### config.mk
export PLATFORM = sky130hd
export DESIGN_NAME = dense_engine_ctrl_flat
export DESIGN_NICKNAME = d
export VERILOG_FILES = /design/src/rtl/dense_engine_if.sv /design/src/rtl/dense_engine_ctrl.sv /design/src/flat_wrapper.sv
export SDC_FILE = /design/constraint.sdc
export NUM_CORES = 1
export LEC_CHECK = 0
export CAP_MARGIN = 25
export CORE_ASPECT_RATIO = 0.8
export CORE_UTILIZATION = 61
export CTS_CLUSTER_DIAMETER = 40
export DETAILED_ROUTE_END_ITERATION = 16
export MAX_ROUTING_LAYER = met4
export PLACE_DENSITY_LB_ADDON = 0.08
export SYNTH_ARGS = -nofsm -noshare
export SYNTH_HDL_FRONTEND = slang
export SYNTH_SLANG_ARGS = --single-unit
### constraint.sdc
create_clock -name clk -period 10.88 [get_ports clk]
set_clock_uncertainty 0.2 [all_clocks]
set_input_delay 1.088 -clock clk [delete_from_list [all_inputs] [get_ports clk]]
set_output_delay 1.088 -clock clk [all_outputs]
set_load 0.005 [all_outputs]
### src/rtl/dense_engine_if.sv
// dense_engine_if: operand read bus between the dense engine and its operand store.
interface dense_engine_if #(
    parameter int ADDR_W = 4
);
    logic              mem_rd;
    logic [ADDR_W-1:0] x_addr;
    logic [ADDR_W-1:0] w_addr;
    logic [7:0]        x_data;
    logic [7:0]        w_data;
    modport master (output mem_rd, x_addr, w_addr, input x_data, w_data);
    modport slave  (input mem_rd, x_addr, w_addr, output x_data, w_data);
endinterface

### src/rtl/dense_engine_ctrl.sv
// dense_engine_ctrl: sequences one IN_LEN-long dot product over int8/int4/int2 operands
// and returns the saturated signed result.
module dense_engine_ctrl #(
    parameter int IN_LEN = 16,
    parameter int ADDR_W = 4,
    parameter int ACC_W  = 24,
    parameter int OUT_W  = 8
) (
    input  logic                    clk,
    input  logic                    rst_n,
    input  logic                    load_prec,
    input  logic [1:0]              prec_in,
    input  logic                    run_dense,
    output logic                    dense_done,
    output logic                    busy,
    output logic signed [OUT_W-1:0] y_out,
    output logic                    y_valid,
    dense_engine_if.master          mem
);
    typedef enum logic [1:0] {S_IDLE, S_RUN, S_DRAIN, S_OUT} state_t;

    localparam logic [ADDR_W-1:0]       LAST  = ADDR_W'(IN_LEN - 1);
    localparam logic signed [ACC_W-1:0] Y_MAX = ACC_W'((1 << (OUT_W - 1)) - 1);
    localparam logic signed [ACC_W-1:0] Y_MIN = ~Y_MAX;

    state_t                  state_q, state_d;
    logic [1:0]              prec_q, prec_d;
    logic signed [ACC_W-1:0] acc_q, acc_d;
    logic [ADDR_W-1:0]       cnt_q, cnt_d;
    logic signed [OUT_W-1:0] y_q, y_d;
    logic                    done_q, done_d;
    logic                    busy_q, busy_d;
    logic                    rd_q, rd_d;
    logic                    rd_dly_q;
    logic signed [15:0]      prod;

    // Narrow modes keep only the low bits of each operand byte and sign-extend them.
    function automatic logic signed [7:0] ext(input logic [7:0] v, input logic [1:0] p);
        return p == 2'b01 ? {{4{v[3]}}, v[3:0]} : p == 2'b10 ? {{6{v[1]}}, v[1:0]} : v;
    endfunction

    assign prod = ext(mem.x_data, prec_q) * ext(mem.w_data, prec_q);

    always_comb begin
        state_d = state_q;
        prec_d  = prec_q;
        acc_d   = rd_dly_q ? acc_q + ACC_W'(prod) : acc_q;
        cnt_d   = cnt_q;
        y_d     = y_q;
        done_d  = 1'b0;
        busy_d  = busy_q;
        rd_d    = 1'b0;
        case (state_q)
            S_IDLE: begin
                if (load_prec && prec_in != 2'b11) prec_d = prec_in;
                if (run_dense) begin
                    acc_d   = '0;
                    cnt_d   = '0;
                    busy_d  = 1'b1;
                    rd_d    = 1'b1;
                    state_d = S_RUN;
                end
            end
            S_RUN: begin
                rd_d    = cnt_q != LAST;
                cnt_d   = cnt_q + ADDR_W'(1);
                state_d = cnt_q == LAST ? S_DRAIN : S_RUN;
            end
            S_DRAIN: state_d = S_OUT;
            S_OUT: begin
                y_d     = acc_q > Y_MAX ? Y_MAX[OUT_W-1:0] :
                          acc_q < Y_MIN ? Y_MIN[OUT_W-1:0] : acc_q[OUT_W-1:0];
                done_d  = 1'b1;
                busy_d  = 1'b0;
                state_d = S_IDLE;
            end
            default: begin
                busy_d  = 1'b0;
                state_d = S_IDLE;
            end
        endcase
    end

    always_ff @(posedge clk or negedge rst_n) begin
        if (!rst_n) begin
            state_q  <= S_IDLE;
            prec_q   <= 2'b00;
            acc_q    <= '0;
            cnt_q    <= '0;
            y_q      <= '0;
            done_q   <= 1'b0;
            busy_q   <= 1'b0;
            rd_q     <= 1'b0;
            rd_dly_q <= 1'b0;
        end else begin
            state_q  <= state_d;
            prec_q   <= prec_d;
            acc_q    <= acc_d;
            cnt_q    <= cnt_d;
            y_q      <= y_d;
            done_q   <= done_d;
            busy_q   <= busy_d;
            rd_q     <= rd_d;
            rd_dly_q <= rd_q;
        end
    end

    assign mem.mem_rd = rd_q;
    assign mem.x_addr = cnt_q;
    assign mem.w_addr = cnt_q;
    assign dense_done = done_q;
    assign y_valid    = done_q;
    assign busy       = busy_q;
    assign y_out      = y_q;
endmodule

### src/flat_wrapper.sv
// flat-port wrapper written by rule: the top's interface ports become plain ports
module dense_engine_ctrl_flat 
#(
    parameter int IN_LEN = 16,
    parameter int ADDR_W = 4,
    parameter int ACC_W  = 24,
    parameter int OUT_W  = 8
)
  (clk, rst_n, load_prec, prec_in, run_dense, dense_done, busy, y_out, y_valid, mem_mem_rd, mem_x_addr, mem_w_addr, mem_x_data, mem_w_data);
  dense_engine_if #(.ADDR_W(ADDR_W)) mem_i ();
  input  logic clk;
  input  logic rst_n;
  input  logic load_prec;
  input  logic [1:0] prec_in;
  input  logic run_dense;
  output logic dense_done;
  output logic busy;
  output logic signed [OUT_W-1:0] y_out;
  output logic y_valid;
  output wire logic [$bits(mem_i.mem_rd)-1:0] mem_mem_rd;
  output wire logic [$bits(mem_i.x_addr)-1:0] mem_x_addr;
  output wire logic [$bits(mem_i.w_addr)-1:0] mem_w_addr;
  input wire logic [$bits(mem_i.x_data)-1:0] mem_x_data;
  input wire logic [$bits(mem_i.w_data)-1:0] mem_w_data;
  assign mem_mem_rd = mem_i.mem_rd;
  assign mem_x_addr = mem_i.x_addr;
  assign mem_w_addr = mem_i.w_addr;
  assign mem_i.x_data = mem_x_data;
  assign mem_i.w_data = mem_w_data;
  dense_engine_ctrl #(.IN_LEN(IN_LEN), .ADDR_W(ADDR_W), .ACC_W(ACC_W), .OUT_W(OUT_W)) u_core (.clk(clk), .rst_n(rst_n), .load_prec(load_prec), .prec_in(prec_in), .run_dense(run_dense), .dense_done(dense_done), .busy(busy), .y_out(y_out), .y_valid(y_valid), .mem(mem_i));
endmodule
# Word-level counts from Yosys, hierarchy flattened
# Index checks and enable logic that the tools add are counted.
# W data, S select, Z words.
dict set report word_totals {
  register_bits 44
  output_inout_bits 20
}
dict set report classes {
  n_mux 19
  add_sub_neg 2
  n_lt_le_gt_ge 2
  eq_ne 9
  mul 1
  n_reduce_logical 7
}
# operator n
set ops {}
lappend ops {{$mux W24} 3}
lappend ops {{$mux W8} 6}
lappend ops {{$add A24 B16 Y24} 1}
lappend ops {{$gt A24 B8 Y1 const B} 1}
lappend ops {{$lt A24 B8 Y1 const B} 1}
lappend ops {{$mul A8 B8 Y16} 1}
lappend ops {{$pmux W2 S4} 1}
lappend ops {{$pmux W4 S2} 1}
lappend ops {{$eq A2 B2 Y1 const B} 3}
lappend ops {{$reduce_and A2 Y1} 3}
lappend ops {{$add A4 B1 Y4 const B} 1}
lappend ops {{$eq A2 B1 Y1 const B} 2}
lappend ops {{$eq A4 B4 Y1 const B} 1}
lappend ops {{$mux W2} 2}
lappend ops {{$mux W4} 1}
lappend ops {{$ne A2 B2 Y1 const B} 2}
lappend ops {{$ne A4 B4 Y1 const B} 1}
lappend ops {{$pmux W1 S2} 2}
lappend ops {{$reduce_bool A2 Y1} 2}
lappend ops {{$mux W1} 3}
lappend ops {{$logic_not A2 Y1} 1}
lappend ops {{$logic_and A1 B1 Y1} 1}

# Longest topological paths before layout
# Gate-level depths: netlist of run 1.
dict set report depth {
  word_depth 8
  depth_mapped 24
}

# Worst setup path after synthesis of run 1
# No wires, ideal clock.
dict set report synth_timing {
  path_type {input-to-reg}
  start {input mem_x_data[3]}
  end {register u_core.acc_q[22]}
  setup_ns 0.135
  path_slack_ns 3.914
  t_arrival_ns 6.631
  stages 19
  path_cell_list {nor2b_1 clkbuf_1 o31ai_1 and2_1 inv_1 fa_1 inv_1 fa_1 fa_1 fa_1 fa_1 ha_1 o21a_1 o31a_1 a311o_1 a21boi_0 a41oi_1 xnor2_1 a21oi_1}
}
dict set report synth_between {
  elab_chain_len 7
}
# item line_no
set synth_lines {}
lappend synth_lines {{start, declared} flat_wrapper.sv:23} ;# input wire logic [$bits(mem_i.x_data)-1:0] mem_x_data;
lappend synth_lines {{$mux W8} dense_engine_ctrl.sv:39} ;# return p == 2'b01 ? {{4{v[3]}}, v[3:0]} : p == 2'b10 ? {{6{v[1]}}, v[1:0]} : v;
lappend synth_lines {{$mux W8 *} dense_engine_ctrl.sv:39}
lappend synth_lines {{$mul A8 B8 Y16 *} dense_engine_ctrl.sv:42} ;# assign prod = ext(mem.x_data, prec_q) * ext(mem.w_data, prec_q);
lappend synth_lines {{$add A24 B16 Y24 *} dense_engine_ctrl.sv:47} ;# acc_d = rd_dly_q ? acc_q + ACC_W'(prod) : acc_q;
lappend synth_lines {{$mux W24 *} dense_engine_ctrl.sv:47}
lappend synth_lines {{$mux W24} dense_engine_ctrl.sv:56} ;# if (run_dense) begin
lappend synth_lines {{$mux W24 *} dense_engine_ctrl.sv:53} ;# case (state_q)
lappend synth_lines {{net u_core.acc_d[22]} dense_engine_ctrl.sv:28} ;# logic signed [ACC_W-1:0] acc_q, acc_d;
lappend synth_lines {{end signal, assigned} dense_engine_ctrl.sv:88} ;# acc_q <= '0;
lappend synth_lines {{end signal, assigned} dense_engine_ctrl.sv:98} ;# acc_q <= acc_d;
lappend synth_lines {{end, declared} dense_engine_ctrl.sv:28}
# The timed path passes the listed nets; every way through them passes the cells marked *.
# A chain may end at the register's enable or synchronous reset.

# Final worst setup path of run 1
# Same ends and word-level chain as after synthesis.

==> impl_summary.md, run 1 <==
Status
The flow ran to the end, and the final reports show no timing, DRC or antenna violations.

Timing
The final clock period utilization by the worst path is 72.16%. Setup slack on the critical path of the routed design comes to 3.029 ns. The remaining max-slew budget at the tightest pin is 36.36%. Setup repair after global routing left no endpoint under its margin. Setup violations remaining at the end of the flow were counted as 0. At the pin with the least slew margin, the transition time is 0.9546 ns. The setup total negative slack is 0 ns.

The shortest clock period the worst path allows after layout is 7.851 ns. The count of final hold-check violations is 0. The fmax is 127.4 MHz. The max-slew violation total from the final report is 0.

Drt
The count of nets left with antenna violations after detail routing is 0. The pre-antenna-repair detailed-routing pass consisted of 5 iterations. The via count is roughly 4700.

The via density per instance is 5.685. The wire length per cell after detailed routing is 16.66 µm. The post-route DRC violation count is 0. After the first detailed-routing iteration, the DRC count stood at 282. Summed over all layers, the routed wires come to 13850 µm.

Critical path
The worst path required time is 10.83 ns. The worst register-to-register path begins at u_core.prec_q[0]$_DFFE_PN0P_. The category of the most critical setup path is in -> reg.

The stage delay of the slowest cell on the critical path is 0.83 ns. In this run the worst path has a maximum fanout of 17. In this design, the critical path's most frequently occurring cell is fa_1. Broken down by cell family, the worst path's largest delay share belongs to adder cells.

The worst register-to-register path has a setup slack of 3.60 ns. The element type at the critical path start is an input pin. The critical path contains buffers and inverters numbering 3 combined. In this run the critical register-to-register path is captured at u_core.acc_q[22]$_DFF_PN0_. Data arrives at the worst endpoint at 7.80 ns.

The worst register-to-register path has a depth of 18. Walking the worst path, the cells encountered are clkdlybuf4s50_1 > nor2b_1 > o31ai_1 > and2_1 > inv_1 > fa_1 > inv_1 > fa_1 > fa_1 > fa_1 > fa_1 > ha_1 > o21a_1 > o31a_1 > a311o_1 > a21boi_0 > a41oi_1 > xnor2_1 > a21oi_1. Among all stages on the critical path, the largest delay is contributed by and2_1. The worst setup path is captured at a flop.

Run
The tool flagged a number of max-cap violations equal to 0.

Cells and area
Of the cells placed in the final design, the portion with a size suffix greater than 1 is 2.158%. The number of antenna diodes in the final layout is 0. The final layout contains approximately 900 nets.

The non-filler instance count after layout is 831. The library cells used most frequently in the layout, excluding fill and tap cells, are inv_1 (105), fa_1 (104), nor2_1 (80), nand2_1 (58), ha_1 (55). The most common library cell in the layout ignoring fill and taps is inv_1.

The area added between synthesis and finish is 11.22%. The finished cells cover 6947 µm².

Floorplan
The floorplan step set the die width to approximately 120 µm. The initial utilization of the core area, before any placement, comes to 63.67%. The die footprint is 10650 µm².

The number of rows in the core area is 32. The core outline area is between 9000 and 10000 µm². Measured along the y axis, the die boundary spans 92.51 µm. The top-level port count is 42.

Clocking
After clock tree synthesis, the setup repair step added 0 buffers. The clock tree buffer depth is 2. Buffers inserted to repair hold after CTS numbered 0. TritonCTS built the clock tree. The total CTS buffers is 5.

For the worst-skew pair, the clock arrives at the later sink with an insertion delay of 0.29 ns. The number of clock sinks is 44. The number of instances resized during post-cts repair is 0. The clock root buffer master is clkbuf_16. The H-tree was split into 2 levels. The clock input transition at the sequential cells of the worst setup and hold paths is roughly 0.060 ns.

Place
The post-place setup slack is 2.749 ns. The estimated wirelength of the detail-placed design is 11370 µm. The weighted congestion at the end of routability-driven global placement is 0.9407. The total cell area at the placement stage is 6735 µm². Counting tap cells, the placed design contains a total of 821 instances.

The port buffer count is 41.

Yosys
The average footprint of a synthesized cell is ~9.4 µm². The number of unique standard cell types used by synthesis is 47. The number of nets handed over by synthesis was 844. The count of flip-flops with a built-in enable after synthesis is 0. Of all flip-flops after synthesis, the portion carrying an async set or reset was 100.0%.

Summing the sequential cell areas from Yosys gives 17.63% of the chip area. Synthesis handed over a netlist of around 660 instances. The number of register bits inferred by synthesis is 44. After synthesis the cells add up to 6246 µm². The Yosys warning count is 0. The most frequently used flop master after synthesis is dfrtp_1.

Worst hold path
In this run the most critical hold path is launched from u_core.mem.mem_rd$_DFF_PN0_. Along the worst hold path, the cell count comes to 0. For hold timing, the worst endpoint is u_core.rd_dly_q$_DFF_PN0_. The class of the worst hold path is reg -> reg.

GRT
The wire length of the first global-routing pass is ~24000 µm. The via count of the first global-routing pass is 5027. The overall fraction of global-route tracks in use is 30.34%. Entering global routing, the biggest net connects 45 pins. The number of antenna violations at the first check in global routing is 0. For this run the aggregate overflow at the end of global routing stands at 0.
## registers in the layout (all words and copies together), names as in the netlist, named ones only
register / cells
u_core.mem.mem_rd: 1
u_core.acc_q: 24
u_core.mem.w_addr: 4
u_core.dense_done: 1
u_core.prec_q: 2
u_core.state_q: 1
u_core.rd_dly_q: 1
u_core.busy: 1
u_core.y_out: 8
## kinds of logic (layout without fill, tap and decap cells)
kind of cell	count (synthesis)	after routing	share of synthesized area, %
buffers and inverters	125	157	7.813
xor gates and xnor gates	23	23	3.225
adders and majority gates	159	159	44.35
DFF	44	44	17.63
and+or+nand+nor	204	204	14.94
AOI/OAI and AO/OA	95	95	9.936
muxes	13	13	2.103
## metrics by stage
| stage | utilization (%) | hold WS [ns] |
|---|---|---|
| after floorplan | - | 0.1757 |
| after global placement | 68.66 | 0.1661 |
| after detailed placement | 68.66 | 0.1710 |
| after CTS | 70.33 | 0.1916 |
| after global routing | 70.82 | 0.1972 |
| final | 70.82 | 0.1854 |
## synthesized netlist by cell type, drive strengths merged, types with 6 or more instances
| library cell | instances | area (µm²) |
|---|---|---|
| a21o | 8 | 60.06 |
| a21oi | 20 | 100.1 |
| and2 | 11 | 68.82 |
| buf | 7 | 45.05 |
| clkbuf | 13 | 48.80 |
| dfrtp | 44 | 1101 |
| fa | 104 | 2082 |
| ha | 55 | 688.2 |
| inv | 105 | 394.1 |
| mux2i | 12 | 120.1 |
| nand2 | 58 | 217.7 |
| nand2b | 9 | 56.30 |
| nand3 | 9 | 45.04 |
| nand4 | 6 | 37.54 |
| nor2 | 80 | 300.3 |
| nor2b | 7 | 43.79 |
| o21ai | 26 | 130.1 |
| xnor2 | 22 | 192.7 |
## worst max-delay path by stage
stage             startpoint                          to  slack, ns  depth (start not counted)
3_3_place_gp   mem_x_data[3]  u_core.acc_q[22]$_DFF_PN0_       2.98                         19
2_1_floorplan  mem_x_data[3]  u_core.acc_q[22]$_DFF_PN0_       3.91                         19
3_5_place_dp   mem_x_data[1]  u_core.acc_q[22]$_DFF_PN0_       2.75                         20
5_1_grt        mem_x_data[3]  u_core.acc_q[22]$_DFF_PN0_       2.53                         19
4_1_cts        mem_x_data[3]  u_core.acc_q[22]$_DFF_PN0_       3.03                         19
6_report       mem_x_data[3]  u_core.acc_q[22]$_DFF_PN0_       3.03                         19
## area by class of cell
class	count	area, µm²
Sequential cell	44	1101
Tap cell	136	170.2
Clock buffer	6	128.9
Fill cell	791	2863
Inverter	105	394.1
Clock inverter	2	35.03
Multi-Input combinational cell	494	4657
Timing Repair Buffer	44	460.4
## routing by layer
layer,vias up,wire length (µm),GRT usage [%]
li1,2198,-,-
met1,2357,5964,40.38
met2,134,7002,50.35
met3,35,470,2.487
met4,0,407,8.658
met5,-,0,-
Power of run 1 is left out: the tool's default activity adds up to more than one toggle a clock period on the data nets, which glitch-free logic cannot reach.
==> run 2: changes to the inputs <==
==> constraint.sdc (replaced) <==
create_clock -name clk -period 7.9 [get_ports clk]
set_clock_uncertainty 0.2 [all_clocks]
set_input_delay 0.79 -clock clk [delete_from_list [all_inputs] [get_ports clk]]
set_output_delay 0.79 -clock clk [all_outputs]
set_load 0.005 [all_outputs]
==> run 2 against run 1 <==
Die area unchanged. Via count decreased by 0.40%. Final cell count up 0.72%. Largest cell class unchanged.
==> impl_summary.md, run 2 (same netlist as run 1, synthesis figures left out) <==
Critical path
The worst path required time was 7.87 ns (-2.96 ns). STA classifies the critical path endpoint as a flop. The stage delay of the slowest cell on the critical path was 0.66 ns (-0.17 ns).

The most numerous cell on the critical path is fa_1. The number of cells on the worst reg-to-reg path is 18 (unchanged). The category of the most critical setup path is in -> reg. The total buffers and inverters traversed by the critical path is 4 (+1). The worst register-to-register path begins at u_core.prec_q[0]$_DFFE_PN0P_. The signal on the critical path passes through clkdlybuf4s50_1 > or2_2 > nand3_1 > o31ai_1 > inv_1 > nor2_1 > fa_1 > inv_1 > fa_1 > inv_1 > fa_1 > fa_1 > ha_1 > ha_1 > and4_1 > and4_1 > a21boi_0 > a32oi_1 > xnor2_1 > a21oi_1.

The worst setup slack for register-to-register paths was 0.95 ns (-2.65 ns). The most critical setup path has its startpoint at mem_w_data[1]. The maximum fanout along the worst path is 11 (-6). The data arrival time of the critical path is 7.29 ns (-0.51 ns). The largest individual stage delay along the critical path comes from the cell clkdlybuf4s50_1. The end of the worst register-to-register path is u_core.acc_q[20]$_DFF_PN0_. The worst setup path is launched from an input pin. The end point of the critical path is u_core.acc_q[20]$_DFF_PN0_.

The cell type group with the largest total delay on the critical path is adder cells. The path length in cells of the critical path is 20 (+1).

Clocking
TritonCTS built the clock tree. The total CTS buffers was 5 (unchanged). The number of clock sinks is 44 (unchanged). The clock latency on the worst-skew pair was 0.29 ns (about the same).

The clock root buffer master is clkbuf_16. The clock tree buffer depth is 2 (unchanged). The number of instances resized during post-cts repair is 0 (unchanged). The number of levels in the clock H-tree was 2 (unchanged). The setup fix buffers added after clock tree synthesis was 0 (unchanged). The clock input transition at the sequential cells of the worst setup and hold paths is 0.07 ns (about the same). The cts-stage hold buffer count is 0 (unchanged).

Drt
The total wire length is 14150 µm (+2.2%). The via count is 4705 (-0.40%). The via density per instance is 5.621 (-1.1%).

The count of TritonRoute iterations in the first routing pass was 5 (unchanged). The wire length per cell after detailed routing is 16.91 µm (+1.5%). The count of nets left with antenna violations after detail routing is 0 (unchanged). The starting DRC count in detailed routing was 274 (-2.8%). The post-route DRC violation count was 0 (unchanged).

Floorplan
The number of rows in the core area was 32 (unchanged). The top-level port count is 42 (unchanged). The core outline area was 9809 µm² (unchanged). The die footprint is 10650 µm² (unchanged). The height of the die came to 92.51 µm (unchanged). The floorplan die width came to 115.1 µm (unchanged).

The starting density of the core came to 63.67% (unchanged).

Timing
The max-slew violation total from the final report is 0 (unchanged). The final worst hold slack is 0.08461 ns (-0.1008 ns). The slew at the pin closest to its max-slew limit is 0.7205 ns (-0.2341 ns). The final clock period utilization by the worst path is approximately 93%. The fmax is 136.6 MHz.

The number of endpoints failing setup at the final stage is 0 (unchanged). The remaining max-slew budget at the tightest pin is 51.33% (+15 points). The setup total negative slack is 0 ns (unchanged). The shortest clock period the worst path allows after layout is 7.321 ns. The count of final hold-check violations is 0 (unchanged).

Setup repair after global routing left no endpoint under its margin.

Cells and area
The largest register by flop count is u_core.acc_q. The number of nets in the finished design is 881 (+0.69%). Leaving out fill and tap cells, the most frequent cells in the layout are inv_1 (105), fa_1 (104), nor2_1 (80), nand2_1 (58), ha_1 (55). The number of diodes is 0 (unchanged).

The proportion of layout cells with a drive suffix above 1 is 3.138% (+0.98 points). The non-filler instance count after layout was 837 (+0.72%). The utilization after layout is 71.35% (+0.54 points).

The number of flip-flops under the largest register name is 24 (unchanged). The area added between synthesis and finish is 12.06%. Leaving out fill and tap cells, the most frequent cell in the layout is inv_1.

Status
The run finished with clean final reports.

Place
The weighted congestion at the end of routability-driven global placement is 0.9332 (-0.80%). The port buffer count was 41 (unchanged). The estimated wirelength of the detail-placed design is 11730 µm (+3.1%). The cell count after placement was 828 (+0.85%).

GRT
The total overflow reported by the global router came to 0 (unchanged). The overall fraction of global-route tracks in use came to 30.46% (+0.11 points). The number of antenna violations at the first check in global routing is 0 (unchanged). The pin count of the biggest net entering global routing is 45 (unchanged).

The via count of the first global-routing pass is 4848 (-3.6%). The wire length of the first global-routing pass was 24030 µm (-0.77%).

Worst hold path
The class of the worst hold path is in -> async.

Run
The number of maximum-capacitance constraint violations came to 0 (unchanged).
run 2: area by class of cell:
type,instances,area (µm²)
sequential,44,1101
multi-input combinational,494,4657
clock inverter,3,46.29
tap,136,170.2
inverter,105,394.1
timing repair buffer,50,505.5
fill,772,2810
clock buffer,5,125.1
run 2: layer usage:
metal  vias to the layer above  part of all wire, %  GRT usage, %
li1                       2209                    -             -
met3                        31                  3.7         3.730
met1                      2359                   44         41.22
met4                         0                  2.9         8.874
met2                       106                   49         48.80
met5                         -                    0             -
run 2: per-stage QoR:
stage | setup slack [ns] | instance area (µm²)
floorplan | 1.232 | 6246
global placement | 0.4448 | 6780
detailed placement | 0.3325 | 6808
CTS | 0.6315 | 6979
global route | 0.2056 | 6999
finish | 0.5785 | 6999
run 2: worst min-delay path by stage:
stage,slack [ns],cells past startpoint,end
after floorplan,0.18,0,u_core.rd_dly_q$_DFF_PN0_
after global placement,0.17,0,u_core.rd_dly_q$_DFF_PN0_
after detailed placement,0.16,0,u_core.rd_dly_q$_DFF_PN0_
after CTS,0.20,0,u_core.rd_dly_q$_DFF_PN0_
after global routing,0.08,1,u_core.mem.w_addr[1]$_DFFE_PN0P_
final,0.08,1,u_core.mem.w_addr[1]$_DFFE_PN0P_
Power of run 2 is left out for the same reason.
==> run 3: changes to the inputs <==
--- a/config.mk
+++ b/config.mk
@@ -11,7 +11,7 @@
 export CTS_CLUSTER_DIAMETER = 40
 export DETAILED_ROUTE_END_ITERATION = 16
 export MAX_ROUTING_LAYER = met4
-export PLACE_DENSITY_LB_ADDON = 0.08
+export PLACE_DENSITY = 0.88
 export SYNTH_ARGS = -nofsm -noshare
 export SYNTH_HDL_FRONTEND = slang
 export SYNTH_SLANG_ARGS = --single-unit
==> run 3 against run 2 <==
Worst hold slack better by 0.062 ns. Flip-flop and latch count did not move. Utilization decreased by 0.15 points. Via count up 3.0%. Routed wire length grew 4.2%. Count of clock-buffer cells in the layout unchanged. Final cell count grew 0.48%. Design area is 0.21% lower. First-iteration DRC count increased by 8.8%. Sequential share of layout area about the same. Critical path depth decreased by 2.
==> impl_summary.md, run 3 (same netlist as run 1, synthesis figures left out) <==
Timing
The slew at the pin closest to its max-slew limit was 0.8458 ns (+0.1253 ns). The number of endpoints failing setup at the final stage is 0 (unchanged). The final clock period utilization by the worst path came to 92.34% (-0.33 points). The count of final hold-check violations is 0 (unchanged). Setup repair after global routing left no endpoint under its margin. The fmax was 137.1 MHz (+0.36%). The max-slew violation total from the final report is 0 (unchanged). The shortest clock period the worst path allows after layout came to 7.295 ns (-0.02631 ns).

The setup total negative slack was 0 ns (unchanged). The remaining max-slew budget at the tightest pin is 43.61% (-7.7 points).

Critical path
Among the stages of the critical path, the cell type that occurs most often is fa_1. The worst setup path is captured at a flop. The stage delay of the slowest cell on the critical path is 0.78 ns (+0.12 ns). The element type at the critical path start is an input pin. Broken down by cell family, the worst path's largest delay share belongs to adder cells. The path length in cells of the critical path came to 18 (-10%). The number of cells on the worst reg-to-reg path is 16 (-2).

The total buffers and inverters traversed by the critical path is 1 (-3). The worst setup slack for register-to-register paths is 0.92 ns (-0.03 ns). The end of the worst register-to-register path is u_core.acc_q[22]$_DFF_PN0_. The data arrival time of the critical path is 7.25 ns (-0.04 ns). The worst path required time came to 7.86 ns (about the same). Traced cell by cell, the critical path runs through clkdlybuf4s50_1 > or2_2 > nand3_1 > o31ai_1 > and2_1 > fa_1 > fa_1 > fa_1 > fa_1 > ha_1 > ha_1 > o21a_1 > o31a_1 > a311o_1 > a21boi_0 > a41oi_1 > xnor2_1 > a21oi_1. The slowest stage of the critical path belongs to the cell and2_1.

The worst reg2reg path startpoint is u_core.prec_q[0]$_DFFE_PN0P_. The category of the most critical setup path is in -> reg. The maximum fanout along the worst path is 12 (+1).

Floorplan
The floorplan die width came to 115.1 µm (unchanged). The die footprint is 10650 µm² (unchanged). The height of the die is 92.51 µm (unchanged).

The top-level port count is 42 (unchanged). The number of rows in the core area is 32 (unchanged). The starting density of the core is 63.67% (unchanged). The core outline area is 9809 µm² (unchanged).

GRT
The overall fraction of global-route tracks in use is 31.92% (+1.5 points). The pin count of the biggest net entering global routing is 42 (-6.7%). The total overflow reported by the global router is 0 (unchanged). The wire length of the first global-routing pass was 25290 µm (+5.3%). The number of antenna violations at the first check in global routing is 0 (unchanged). The via count of the first global-routing pass is 5138 (+6.0%).

Drt
The via count came to 4846 (+3.0%). The wire length per cell after detailed routing is 17.53 µm (+3.7%). The post-route DRC violation count was 0 (unchanged). The count of TritonRoute iterations in the first routing pass is 5 (unchanged). The count of nets left with antenna violations after detail routing is 0 (unchanged). The starting DRC count in detailed routing is 298 (+8.8%). The via density per instance came to 5.762 (+2.5%).

The total wire length was 14740 µm (+4.2%).

Cells and area
The largest register by flop count is u_core.acc_q. The proportion of layout cells with a drive suffix above 1 is 3.688% (+0.55 points). The number of diodes is 0 (unchanged). The top cell types in the final layout, fill and taps aside, are inv_1 (105), fa_1 (104), nor2_1 (80), nand2_1 (58), ha_1 (55). The number of flip-flops under the largest register name came to 24 (unchanged). The area added between synthesis and finish is 11.82%. The most common library cell in the layout ignoring fill and taps is inv_1. The number of nets in the finished design was 885 (+0.45%).

Clocking
The number of instances resized during post-cts repair was 0 (unchanged). TritonCTS built the clock tree. The setup fix buffers added after clock tree synthesis is 0 (unchanged). The clock tree buffer depth was 2 (unchanged). The clock latency on the worst-skew pair came to 0.29 ns (about the same). The total CTS buffers is 5 (unchanged). The clock input transition at the sequential cells of the worst setup and hold paths came to 0.07 ns (about the same). The number of levels in the clock H-tree came to 2 (unchanged).

The cts-stage hold buffer count is 0 (unchanged). The number of clock sinks is 44 (unchanged). The tree is rooted in a clkbuf_16.

Run
The number of maximum-capacitance constraint violations is 0 (unchanged).

Worst hold path
The min-delay analysis places its worst path in the category in -> async.

Status
The run finished with clean final reports.

Place
The port buffer count is 41 (unchanged). The estimated wirelength of the detail-placed design was 12280 µm (+4.8%). The weighted congestion at the end of routability-driven global placement is 0.9358 (+0.28%).
run 3: how the worst max path moves through the flow:
stage	start	end	slack [ns]
global placement	mem_x_data[1]	u_core.acc_q[22]$_DFF_PN0_	0.61
floorplan	mem_x_data[3]	u_core.acc_q[22]$_DFF_PN0_	1.23
detailed placement	mem_x_data[3]	u_core.acc_q[22]$_DFF_PN0_	0.33
global route	mem_x_data[3]	u_core.acc_q[22]$_DFF_PN0_	0.23
finish	mem_x_data[1]	u_core.acc_q[22]$_DFF_PN0_	0.60
CTS	mem_x_data[3]	u_core.acc_q[22]$_DFF_PN0_	0.60
run 3: metrics by stage:
step / instances / utilization (%) / instance area (µm²) / setup WS [ns] / hold slack (ns)
finish: 841 / 71.20 / 6984 / 0.6048 / 0.1469
global route: 841 / 71.20 / 6984 / 0.2266 / 0.1393
CTS: 841 / 71.20 / 6984 / 0.6047 / 0.1451
detailed placement: 833 / 69.71 / 6838 / 0.3252 / 0.1650
global placement: 832 / 69.50 / 6818 / 0.6090 / 0.1721
floorplan: 663 / - / 6246 / 1.232 / 0.1757
run 3: worst reg2reg max path, stage by stage, from the launching register on:
cell and delay (ns):
dfrtp_1 0.57, nor2b_1 0.31, o31ai_1 0.60, and2_1 0.78, fa_1 0.58, fa_1 0.54, fa_1 0.44, fa_1 0.50
ha_1 0.31, ha_1 0.38, o21a_1 0.15, o31a_1 0.13, a311o_1 0.40, a21boi_0 0.45, a41oi_1 0.23, xnor2_1 0.19
a21oi_1 0.08
run 3: per-layer routing:
layer / share of wire [%] / track usage, % / up-vias
met5: 0 / - / -
met4: 2.3 / 7.359 / 0
met3: 5.0 / 3.403 / 34
met2: 51 / 54.02 / 194
met1: 41 / 41.77 / 2393
li1: - / - / 2225
run 3: final cells by class:
class	count	area, µm²
Clock inverter	3	21.27
Timing Repair Buffer	54	515.5
Clock buffer	5	125.1
Sequential cell	44	1101
Multi-Input combinational cell	494	4657
Tap cell	136	170.2
Fill cell	768	2825
Inverter	105	394.1
Power of run 3 is left out for the same reason.
